==> src/rtl/ser_link_pkg.sv <==
// Shared definitions for the 1-bit data/vld serial link: FSM state encoding,
// default word width and the parity convention shared with the transmitter.
package ser_link_pkg;

  localparam int DEFAULT_DW = 4;

  typedef enum logic [1:0] {
    IDLE  = 2'd0,
    SHIFT = 2'd1,
    PAR   = 2'd2
  } state_t;

  typedef enum logic {
    PARITY_EVEN = 1'b0,
    PARITY_ODD  = 1'b1
  } parity_t;

  localparam parity_t LINK_PARITY = PARITY_EVEN;

  // Parity bit a transmitter appends to a word (zero-extended to 16 bits).
  function automatic logic parity_of(input logic [15:0] word, input parity_t kind);
    return (^word) ^ (kind == PARITY_ODD);
  endfunction

endpackage

==> src/rtl/ser_word_rx_if.sv <==
// Serial-in / parallel-out bundle of ser_word_rx; slave is the receiver side,
// master is the side driving the link and consuming words.
interface ser_word_rx_if
  import ser_link_pkg::*;
#(
  parameter int DW = DEFAULT_DW
);

  logic          ser_data;
  logic          ser_vld;
  logic          rx_ready;
  logic [DW-1:0] rx_data;
  logic          rx_valid;
  logic          frame_err;
  logic          overrun;
  logic          par_err;

  modport slave (
    input  ser_data, ser_vld, rx_ready,
    output rx_data, rx_valid, frame_err, overrun, par_err
  );

  modport master (
    output ser_data, ser_vld, rx_ready,
    input  rx_data, rx_valid, frame_err, overrun, par_err
  );

endinterface

==> src/rtl/ser_rx_hold.sv <==
// Holding register for completed words with a ready/valid handshake; a word
// finishing while the register is full and not being consumed is dropped.
module ser_rx_hold
  import ser_link_pkg::*;
#(
  parameter int DW = DEFAULT_DW
) (
  input  logic          clk,
  input  logic          n_rst,
  input  logic          word_done,
  input  logic [DW-1:0] word_in,
  input  logic          rx_ready,
  output logic [DW-1:0] rx_data,
  output logic          rx_valid,
  output logic          overrun
);

  logic accept;

  // A consume in the same cycle frees the register for the incoming word.
  assign accept = word_done && (!rx_valid || rx_ready);

  // NOTE: sequential state uses non-blocking assignments so every register
  // samples pre-edge values regardless of statement order.
  always_ff @(posedge clk or negedge n_rst) begin
    if (!n_rst) begin
      rx_data  <= '0;
      rx_valid <= 1'b0;
      overrun  <= 1'b0;
    end else begin
      overrun <= word_done && rx_valid && !rx_ready;
      if (accept) begin
        rx_data  <= word_in;
        rx_valid <= 1'b1;
      end else if (rx_valid && rx_ready) begin
        rx_valid <= 1'b0;
      end
    end
  end

endmodule

==> src/rtl/ser_word_rx.sv <==
// Framed serial word receiver: LSB-first bits assembled into DW-bit words.
// Optional trailing even-parity bit when PARITY_CHK_EN is defined.
module ser_word_rx
  import ser_link_pkg::*;
#(
  parameter int DW = DEFAULT_DW
) (
  input  logic         clk,
  input  logic         n_rst,
  ser_word_rx_if.slave bus
);

  localparam int CW = $clog2(DW + 1);

  state_t        state, state_n;
  logic [CW-1:0] cnt, cnt_n;
  logic [DW-1:0] shift, shift_n;
  logic [DW-1:0] word_in;
  logic          word_done;
  logic          frame_err_n, frame_err_q;
  logic [DW-1:0] rx_data;
  logic          rx_valid;
  logic          overrun;
`ifdef PARITY_CHK_EN
  logic          par_err_n, par_err_q;
`endif

  // NOTE: the shift register is reset like the rest of the datapath so a
  // frame cut short by reset leaves no stale bits behind.
  always_ff @(posedge clk or negedge n_rst) begin
    if (!n_rst) begin
      state       <= IDLE;
      cnt         <= '0;
      shift       <= '0;
      frame_err_q <= 1'b0;
`ifdef PARITY_CHK_EN
      par_err_q   <= 1'b0;
`endif
    end else begin
      state       <= state_n;
      cnt         <= cnt_n;
      shift       <= shift_n;
      frame_err_q <= frame_err_n;
`ifdef PARITY_CHK_EN
      par_err_q   <= par_err_n;
`endif
    end
  end

  // NOTE: every signal written here gets a default first so no path can
  // leave one unassigned and infer a latch.
  always_comb begin
    state_n     = state;
    cnt_n       = cnt;
    shift_n     = shift;
    word_done   = 1'b0;
    frame_err_n = 1'b0;
`ifdef PARITY_CHK_EN
    par_err_n   = 1'b0;
`endif
    unique case (state)
      IDLE: begin
        if (bus.ser_vld) begin
          shift_n    = '0;
          shift_n[0] = bus.ser_data;
          cnt_n      = CW'(1);
          state_n    = SHIFT;
        end
      end
      SHIFT: begin
        if (bus.ser_vld) begin
          for (int i = 0; i < DW; i++) begin
            if (cnt == CW'(i)) shift_n[i] = bus.ser_data;
          end
          if (cnt == CW'(DW - 1)) begin
            cnt_n = '0;
`ifdef PARITY_CHK_EN
            state_n = PAR;
`else
            word_done = 1'b1;
            state_n   = IDLE;
`endif
          end else begin
            cnt_n = cnt + CW'(1);
          end
        end else begin
          frame_err_n = 1'b1;
          cnt_n       = '0;
          state_n     = IDLE;
        end
      end
`ifdef PARITY_CHK_EN
      PAR: begin
        cnt_n   = '0;
        state_n = IDLE;
        if (bus.ser_vld) begin
          if (parity_of(16'(shift), LINK_PARITY) == bus.ser_data) word_done = 1'b1;
          else                                                    par_err_n = 1'b1;
        end else begin
          frame_err_n = 1'b1;
        end
      end
`endif
      default: begin
        cnt_n   = '0;
        state_n = IDLE;
      end
    endcase
  end

  // Without parity the word completes on the edge sampling its last bit.
`ifdef PARITY_CHK_EN
  assign word_in = shift;
`else
  assign word_in = shift_n;
`endif

  ser_rx_hold #(.DW(DW)) u_hold (
    .clk       (clk),
    .n_rst     (n_rst),
    .word_done (word_done),
    .word_in   (word_in),
    .rx_ready  (bus.rx_ready),
    .rx_data   (rx_data),
    .rx_valid  (rx_valid),
    .overrun   (overrun)
  );

  assign bus.rx_data   = rx_data;
  assign bus.rx_valid  = rx_valid;
  assign bus.overrun   = overrun;
  assign bus.frame_err = frame_err_q;
`ifdef PARITY_CHK_EN
  assign bus.par_err   = par_err_q;
`else
  assign bus.par_err   = 1'b0;
`endif

endmodule

==> src/flat_wrapper.sv <==
// flat-port wrapper written by rule: the top's interface ports become plain ports
module ser_word_rx_flat import ser_link_pkg::*;
#(
  parameter int DW = DEFAULT_DW
)
  (clk, n_rst, bus_ser_data, bus_ser_vld, bus_rx_ready, bus_rx_data, bus_rx_valid, bus_frame_err, bus_overrun, bus_par_err);
  ser_word_rx_if #(.DW(DW)) bus_i ();
  input  logic clk;
  input  logic n_rst;
  input wire logic [$bits(bus_i.ser_data)-1:0] bus_ser_data;
  input wire logic [$bits(bus_i.ser_vld)-1:0] bus_ser_vld;
  input wire logic [$bits(bus_i.rx_ready)-1:0] bus_rx_ready;
  output wire logic [$bits(bus_i.rx_data)-1:0] bus_rx_data;
  output wire logic [$bits(bus_i.rx_valid)-1:0] bus_rx_valid;
  output wire logic [$bits(bus_i.frame_err)-1:0] bus_frame_err;
  output wire logic [$bits(bus_i.overrun)-1:0] bus_overrun;
  output wire logic [$bits(bus_i.par_err)-1:0] bus_par_err;
  assign bus_i.ser_data = bus_ser_data;
  assign bus_i.ser_vld = bus_ser_vld;
  assign bus_i.rx_ready = bus_rx_ready;
  assign bus_rx_data = bus_i.rx_data;
  assign bus_rx_valid = bus_i.rx_valid;
  assign bus_frame_err = bus_i.frame_err;
  assign bus_overrun = bus_i.overrun;
  assign bus_par_err = bus_i.par_err;
  ser_word_rx #(.DW(DW)) u_core (.clk(clk), .n_rst(n_rst), .bus(bus_i));
endmodule
==> config.mk <==
export PLATFORM = sky130hd
export DESIGN_NAME = ser_word_rx_flat
export DESIGN_NICKNAME = d
export VERILOG_FILES = /design/src/rtl/ser_link_pkg.sv /design/src/rtl/ser_word_rx_if.sv /design/src/rtl/ser_rx_hold.sv /design/src/rtl/ser_word_rx.sv /design/src/flat_wrapper.sv
export SDC_FILE = /design/constraint.sdc
export NUM_CORES = 1
export LEC_CHECK = 0
export BUFFER_PORTS_ARGS = -buffer_cell sky130_fd_sc_hd__buf_4
export CAP_MARGIN = 20
export CORE_AREA = 2 2 50 52
export DETAILED_ROUTE_END_ITERATION = 8
export DIE_AREA = 0 0 52 54
export SYNTH_ARGS = -nofsm -noshare
export SYNTH_HDL_FRONTEND = slang
export SYNTH_HIERARCHICAL = 1
export SYNTH_SLANG_ARGS = --single-unit
==> constraint.sdc <==
create_clock -name clk -period 3.9 [get_ports clk]
set_input_delay 0.39 -clock clk [delete_from_list [all_inputs] [get_ports clk]]
set_output_delay 0.39 -clock clk [all_outputs]
set_load 0.02 [all_outputs]
# == Word level (Yosys, flattened, before mapping) ==
# Index checks and enable logic that the tools add are counted.
# classes
eq_ne,6
muxes,22
n_reduce_logical,11
n_addsub,1
# ops
cell,n
$mux 1,11
$mux 3,3
$mux 4,2
$pmux 4 s2,1
$eq 3x2->1 const B,2
$mux 2,3
$pmux 3 s2,1
$logic_and 1x1->1,4
$pmux 2 s2,1
$add 3x1->3 const B,1
$eq 3x1->1 const B,1
$logic_not 3->1,1
$ne 3x2->1 const B,1
$eq 2x1->1 const B,1
$logic_not 1->1,2
$logic_not 2->1,1
$ne 2x2->1 const B,1
$reduce_and 2->1,1
$reduce_bool 2->1,1
$logic_or 1x1->1,1
# word_totals
word_cells,47
output_inout_bits,8
regBits,16
in_bits,5

# == Depth between registers and ports, before layout ==
# Gate-level depths: netlist of run 1.
# depth
depth_word,6
mapped_depth,6
ltp_nobuf,6

# == By module ==
# Netlist of run 1, hierarchy kept.
# modules_own_cells
module,cells_per_inst,n_inst,area_each_um2,seq_area_each_um2
ser_word_rx,49,1,495.5,225.2
ser_rx_hold,15,1,246.5,150.1

# == Least setup slack after synthesis of run 1 ==
# No wires, ideal clock.
# synth_path
path_type,register to register
startpoint,reg u_core.cnt[0]
endpoint,reg u_core.u_hold.rx_data[0]
required_ns,3.775
setup_slack_ns,2.399
period_less_slack_ns,1.501
stages_incl_launch_ff,7
setup_time_ns,0.125
t_arrival_ns,1.376
path_buffers,0
cell_sequence,dfrtp_1 > inv_1 > ha_1 > nand2b_1 > a21boi_2 > mux2_4 > mux2_4
# synth_between
word_cells_on_any_way,9
cone_classes,eq/ne (1); mux (6); reduce/logical (2)
# synth_lines
element,line,rtl
from (decl),ser_word_rx.sv:16,"logic [CW-1:0] cnt, cnt_n;"
from (signal assigned),ser_word_rx.sv:41,cnt <= cnt_n;
$logic_not 3->1,ser_word_rx.sv:73,if (cnt == CW'(i)) shift_n[i] = bus.ser_data;
$mux 1,ser_word_rx.sv:73,
$mux 4,ser_word_rx.sv:71,if (bus.ser_vld) begin
$pmux 4 s2,ser_word_rx.sv:61,unique case (state)
via u_core.shift_n[0],ser_word_rx.sv:17,"logic [DW-1:0] shift, shift_n;"
to (signal assigned),ser_rx_hold.sv:33,rx_data <= word_in;
to (decl),ser_rx_hold.sv:13,"output logic [DW-1:0] rx_data,"
# The timed path passes the listed nets, and every way through them passes these cells.
# A chain may end at the register's enable or synchronous reset.

# == Final worst setup path of run 1 ==
# Same ends and word-level chain as after synthesis.

==> flow_metrics.py, run 1 <==
metrics = {
    "status": {
        "run_status": "finished, final reports clean",
    },
    "timing": {
        "setup_violations": 0,
        "drv_slew": 0,
        "rsz0062_at_grt": "no",
        "hold_viol": 0,
        "fin_hold_ws_ns": 0.367,
        "final.setup.tns_ns": 0,
        "setup_ws_ns": 2.28,
        "fmax_ghz": 0.618,
        "clock_skew_ns": 0.00387,
        "finalCriticalPeriod_ns": 1.62,
        "period_share": 0.415,
    },
    "die": {
        "rows": 18,
        "start_util": 0.320,
        "core_mm2": 0.00232,
        "fp.dieH_um": 54,
        "dieArea_mm2": 0.00281,
        "io_pins": 13,
        "fp.dieW_um": 52,
    },
    "detailed_routing": {
        "first_pass_iters": 4,
        "num_vias": 468,
        "top_layer_used": "met4",
        "routed-wl-met2_um": 604,
        "routed_wl_mm": 1.21,
        "drt_iter0_drc": 8,
        "drcViolationCount": 0,
        "m1WireLength_um": 551,
        "routedWlPerCell_um": 11.3,
        "ant_nets": 0,
        "dr_wl_met3_um": 35,
        "post_drt_via_cell_ratio": 4.37,
    },
    "synth": {
        "yosysMostFrequentCell": "dfrtp_1",
        "ys_types": 25,
        "synth-async-reset-ratio": 1.00,
        "yosys-top-cells-count": "dfrtp_1, nand2_1, mux2_4, ha_1, inv_1",
        "synth_nets": 73,
        "synthCells": 64,
        "ys_warn_count": 6,
        "ys_dominant_reg_cell": "dfrtp_1",
        "syn_area_per_cell_um2": 11.6,
        "synth_seq_cells": 15,
        "synth-seq-area-share": 0.506,
        "synth_area_um2": 742,
        "synth_top_area_frac": 0.506,
        "synth_area_leader_cell": "dfrtp_1",
        "synth_edf_count": 0,
        "ys_top_cells_by_area": "dfrtp_1, mux2_4, ha_1",
    },
    "power_and_ir_drop": {
        "cellLeakagePower_nw": 0.451,
        "internal_power_mw": 0.308,
        "total_power_mw": 0.452,
        "p_switching_mw": 0.144,
        "max-vdd-ir-drop_v": 0.000226,
        "p_comb_frac": 0.326,
        "seqPwrFrac": 0.479,
        "power_density_mw_per_mm2": 513,
        "p_sw_frac": 0.318,
        "clock_power_share": 0.194,
    },
    "place": {
        "port_buffers": 11,
        "dp_slack_ns": 2.30,
        "gp_congestion": 0.635,
        "placed_area_um2": 845,
        "hpwl_um": 873,
    },
    "global_routing": {
        "grt_pass1_wl_mm": 2.13,
        "grt_overflow": 0,
        "groute.usage.overall": 0.105,
        "antenna_found_initial": 0,
        "grt_max_degree": 16,
        "grt_pass1_vias": 501,
    },
    "critical_path": {
        "endpoint_kind": "flop",
        "r2r_cells": 6,
        "crit_path_frequent_cell": "mux2_4",
        "crit_chain": "inv_1 -> ha_1 -> nand2b_1 -> a21boi_2 -> mux2_4 -> mux2_4",
        "critPathKind": "reg -> reg",
        "cp.required_ns": 4.07,
        "regToRegStartpoint": "u_core/cnt[0]",
        "cp-startpoint": "u_core/cnt[0]",
        "path_max_fanout": 5,
        "critPathArrivalTime_ns": 1.78,
        "crit_path_max_incr_delay_ns": 0.43,
        "crit_slowest_cell": "dfrtp_1",
        "cp-start-kind": "flop",
    },
    "clock_tree": {
        "htree_levels": 1,
        "numCtsBuffers": 3,
        "clk_root_buffer_cell": "clkbuf_4",
        "cts_resized": 0,
        "clock_latency_ns": 0.28,
        "clk_pin_slew_worst_paths_ns": 0.09,
        "cts_tree": "built",
        "cts_hold_buffers": 1,
        "cts.sinks": 15,
        "clockBufferDepth": 2,
        "post_cts_buffers": 0,
    },
    "final_layout": {
        "diodes": 0,
        "area_growth_pct": 18.7,
        "drive_gt1_frac": 0.299,
        "nets": 87,
        "final_design_area_no_fill_um2": 881,
    },
    "hold_path": {
        "min_path_cells": 2,
        "hp-class": "in -> reg",
        "hp-start": "bus_ser_vld",
    },
    "run": {
        "max_cap_violations": 0,
    },
}
-- metal layers --
metal / up-vias / global-route usage
met5: - / 0
li1: 236 / -
met4: 0 / 0.0789
met1: 223 / 0.124
met3: 2 / 0.0167
met2: 7 / 0.171
-- cell usage in the layout, fill, tap and decap left out, types with 2 or more instances in the layout --
master and count:
nand4_1 2, o211ai_1 2, ha_1 4, mux2_4 5
nand2b_1 3, buf_4 11, and2b_1 2, clkbuf_4 3
dfrtp_1 15, o21a_1 2, nand2_1 7, nor2_1 3
inv_1 4
-- power groups by stage --
stage	clock [mW]	sequential (mW)	combinational, mW
floorplan	0	0.238	0.0778
global placement	0	0.220	0.146
detailed placement	0	0.220	0.148
CTS	0.0917	0.218	0.149
global route	0.0984	0.221	0.160
finish	0.0879	0.217	0.147
-- metrics by stage --
step | std cells | utilization
after global placement | 102 | 0.364
after floorplan | 64 | -
after global routing | 107 | 0.380
final | 107 | 0.380
after detailed placement | 102 | 0.364
after CTS | 107 | 0.380
-- final cells by class --
| type | count | area (um^2) |
|---|---|---|
| clock buffer | 4 | 26.3 |
| tap | 30 | 37.5 |
| fill | 243 | 1440 |
| multi-input combinational | 42 | 334 |
| sequential | 15 | 375 |
| timing repair buffer | 12 | 92.6 |
| inverter | 4 | 15.0 |
-- registers in the layout (all words and copies together), names as in the netlist --
name	cells
u_core/shift	4
u_core/u_hold/rx_data	4
u_core/cnt	3
u_core/bus.frame_err	1
u_core/state	1
u_core/u_hold/overrun	1
u_core/u_hold/rx_valid	1
-- final timing paths --
kind / endpoint / slack [ns]
max in group asynchronous: u_core/u_hold/overrun / 3.23
worst min-delay path: u_core/bus.frame_err / 0.37
min in group asynchronous: u_core/u_hold/rx_data[1] / 0.49
worst min register to register: u_core/shift[0] / 0.51
worst max-delay path: u_core/u_hold/rx_data[0] / 2.28
worst max register to register: u_core/u_hold/rx_data[0] / 2.28
-- worst max-delay path: cells and delay by family, from the launching register on --
kind | cells | cell delay (ns)
fa+ha+maj | 1 | 0.15
mux | 2 | 0.58
flops | 1 | 0.43
compound gates | 1 | 0.18
simple gates | 1 | 0.06
buf+inv | 1 | 0.11
-- kinds of logic after synthesis --
group / after synthesis / share of synthesized area
other: 1 / 0.00505
multiplexers: 5 / 0.101
buffers and inverters: 7 / 0.0438
flip-flops: 15 / 0.506
AND/OR/NAND/NOR: 23 / 0.182
adder cells (fa/ha/maj): 4 / 0.0675
AO/OA/AOI/OAI: 9 / 0.0944
Power figures use the tool's default switching activity.
==> run 2: changes to the inputs <==
- clock period: 3.9 -> 1.6 ns (I/O delays scaled with it)
==> run 2 against run 1 <==
- power increased to 2.5 times the previous value
- hold slack got worse by 0.22 ns
- cell count increased by 3.7%
- critical path type unchanged
- largest cell class unchanged
- highest routed layer unchanged
==> flow_metrics.py, run 2 (synthesis results as in run 1) <==
metrics = {
    "final_layout": {
        "drive_gt1_frac": 0.383,
        "reg_top3": "u_core/shift (4), u_core/u_hold/rx_data (4), u_core/cnt (3)",
        "final_design_area_no_fill_um2": 933,
        "mostFrequentLayoutCells": "buf_4, dfrtp_1, nand2_1",
        "nets": 91,
        "area_growth_pct": 25.8,
        "diodes": 0,
        "layout.cells.non_filler": 111,
        "postLayoutCoreUtil": 0.402,
    },
    "hold_path": {
        "hp-class": "in -> reg",
        "hp-start": "bus_ser_vld",
        "holdPathEnd": "u_core/bus.frame_err",
        "min_path_cells": 2,
    },
    "global_routing": {
        "grt_overflow": 0,
        "grt_pass1_wl_mm": 1.99,
        "grt_pass1_vias": 456,
        "antenna_found_initial": 0,
        "groute.usage.overall": 0.100,
        "grt_max_degree": 16,
    },
    "power_and_ir_drop": {
        "clock_power_share": 0.182,
        "power_density_mw_per_mm2": 1230,
        "p_sw_frac": 0.316,
        "p_comb_frac": 0.358,
        "cellLeakagePower_nw": 0.469,
        "p_switching_mw": 0.363,
        "seqPwrFrac": 0.460,
        "total_power_mw": 1.15,
        "max-vdd-ir-drop_v": 0.000506,
        "internal_power_mw": 0.786,
    },
    "detailed_routing": {
        "num_vias": 493,
        "drt_iter0_drc": 3,
        "post_drt_via_cell_ratio": 4.44,
        "routed_wl_mm": 1.27,
        "drcViolationCount": 0,
        "routedWlPerCell_um": 11.4,
        "ant_nets": 0,
        "first_pass_iters": 3,
    },
    "critical_path": {
        "crit_chain": "inv_2 -> ha_4 -> nand2b_1 -> a21boi_2 -> mux2_4 -> mux2_4",
        "cp-start-kind": "flop",
        "critPathArrivalTime_ns": 1.71,
        "crit_path_max_incr_delay_ns": 0.42,
        "path_max_fanout": 3,
        "r2r-end": "u_core/u_hold/rx_data[0]",
        "reg2reg_slack_ns": 0.06,
        "critPathKind": "reg -> reg",
        "crit_slowest_cell": "dfrtp_1",
        "regToRegStartpoint": "u_core/cnt[1]",
        "crit_path_frequent_cell": "mux2_4",
        "r2r_cells": 6,
        "endpoint_kind": "flop",
        "cp.required_ns": 1.77,
    },
    "die": {
        "core_mm2": 0.00232,
        "fp.dieW_um": 52,
        "io_pins": 13,
        "dieArea_mm2": 0.00281,
        "fp.dieH_um": 54,
        "start_util": 0.320,
        "rows": 18,
    },
    "timing": {
        "setup_violations": 0,
        "clock_skew_ns": 0.00150,
        "hold_viol": 0,
        "final.setup.tns_ns": 0,
        "period_share": 0.961,
        "drv_slew": 0,
        "setup_ws_ns": 0.0626,
        "finalCriticalPeriod_ns": 1.54,
        "fmax_ghz": 0.650,
        "fin_hold_ws_ns": 0.147,
    },
    "place": {
        "dp_cells": 103,
        "gp_congestion": 0.650,
        "hpwl_um": 889,
        "dp_slack_ns": 0.0188,
        "port_buffers": 11,
        "placed_area_um2": 852,
    },
    "clock_tree": {
        "clk_pin_slew_worst_paths_ns": 0.08,
        "clockBufferDepth": 2,
        "htree_levels": 1,
        "clk_root_buffer_cell": "clkbuf_4",
        "cts_tree": "built",
        "clock_latency_ns": 0.28,
        "numCtsBuffers": 3,
        "cts.sinks": 15,
    },
    "run": {
        "max_cap_violations": 0,
    },
    "status": {
        "run_status": "finished, final reports clean",
    },
}
run 2: cell types whose count changed in the layout (fill, tap and decap cells not counted):
cell     previous run  this run
ha_4                0         1
inv_1               4         2
and3_1              1         0
nor2b_2             1         0
and3_4              0         1
buf_4              11        15
inv_2               0         2
ha_1                4         3
nor2b_4             0         1
run 2: final cells by class:
class	instances	area, um^2
Clock buffer	4	26.3
Fill cell	223	1390
Inverter	4	15.0
Multi-Input combinational cell	42	357
Sequential cell	15	375
Tap cell	30	37.5
Timing Repair Buffer	16	123
run 2: worst max path at each step:
stage                        startpoint                  endpoint  slack (ns)  depth (start not counted)
after detailed placement  u_core/cnt[0]  u_core/u_hold/rx_data[0]        0.02                          6
final                     u_core/cnt[1]  u_core/u_hold/rx_data[0]        0.06                          6
after global routing      u_core/cnt[0]  u_core/u_hold/rx_data[0]      -0.003                          6
after CTS                 u_core/cnt[0]  u_core/u_hold/rx_data[0]       0.005                          6
after global placement    u_core/cnt[0]  u_core/u_hold/rx_data[0]        0.02                          6
after floorplan           u_core/cnt[0]  u_core/u_hold/rx_data[0]         0.1                          6
run 2: metal layers:
metal | wire length (um) | global-route usage | vias up
li1 | - | - | 246
met1 | 557 | 0.111 | 234
met2 | 634 | 0.165 | 9
met3 | 39 | 0.0167 | 4
met4 | 38 | 0.0921 | 0
met5 | 0 | 0 | -
run 2: repair_timing:
action | 4_1_cts | 5_1_grt
endpoints found under the hold margin | 15 | 0
setup buffers | 0 | 3
hold buffers | 1 | 0
endpoints found under the setup margin | 0 | 4
gates resized for setup | 0 | 6
run 2: worst max-delay path: cells and delay by family (launching register included):
kind,cells,cell delay [ns]
AO/OA/AOI/OAI,1,0.15
adder cells (fa/ha/maj),1,0.13
buffers and inverters,1,0.10
flip-flops,1,0.42
multiplexers,2,0.58
AND/OR/NAND/NOR,1,0.06
run 2: power groups by stage:
stage / clock network [mW] / registers, mW / logic (mW)
6_report: 0.209 / 0.529 / 0.412
3_5_place_dp: 0 / 0.536 / 0.368
5_1_grt: 0.243 / 0.538 / 0.448
3_3_place_gp: 0 / 0.532 / 0.364
4_1_cts: 0.224 / 0.530 / 0.370
2_1_floorplan: 0 / 0.581 / 0.190
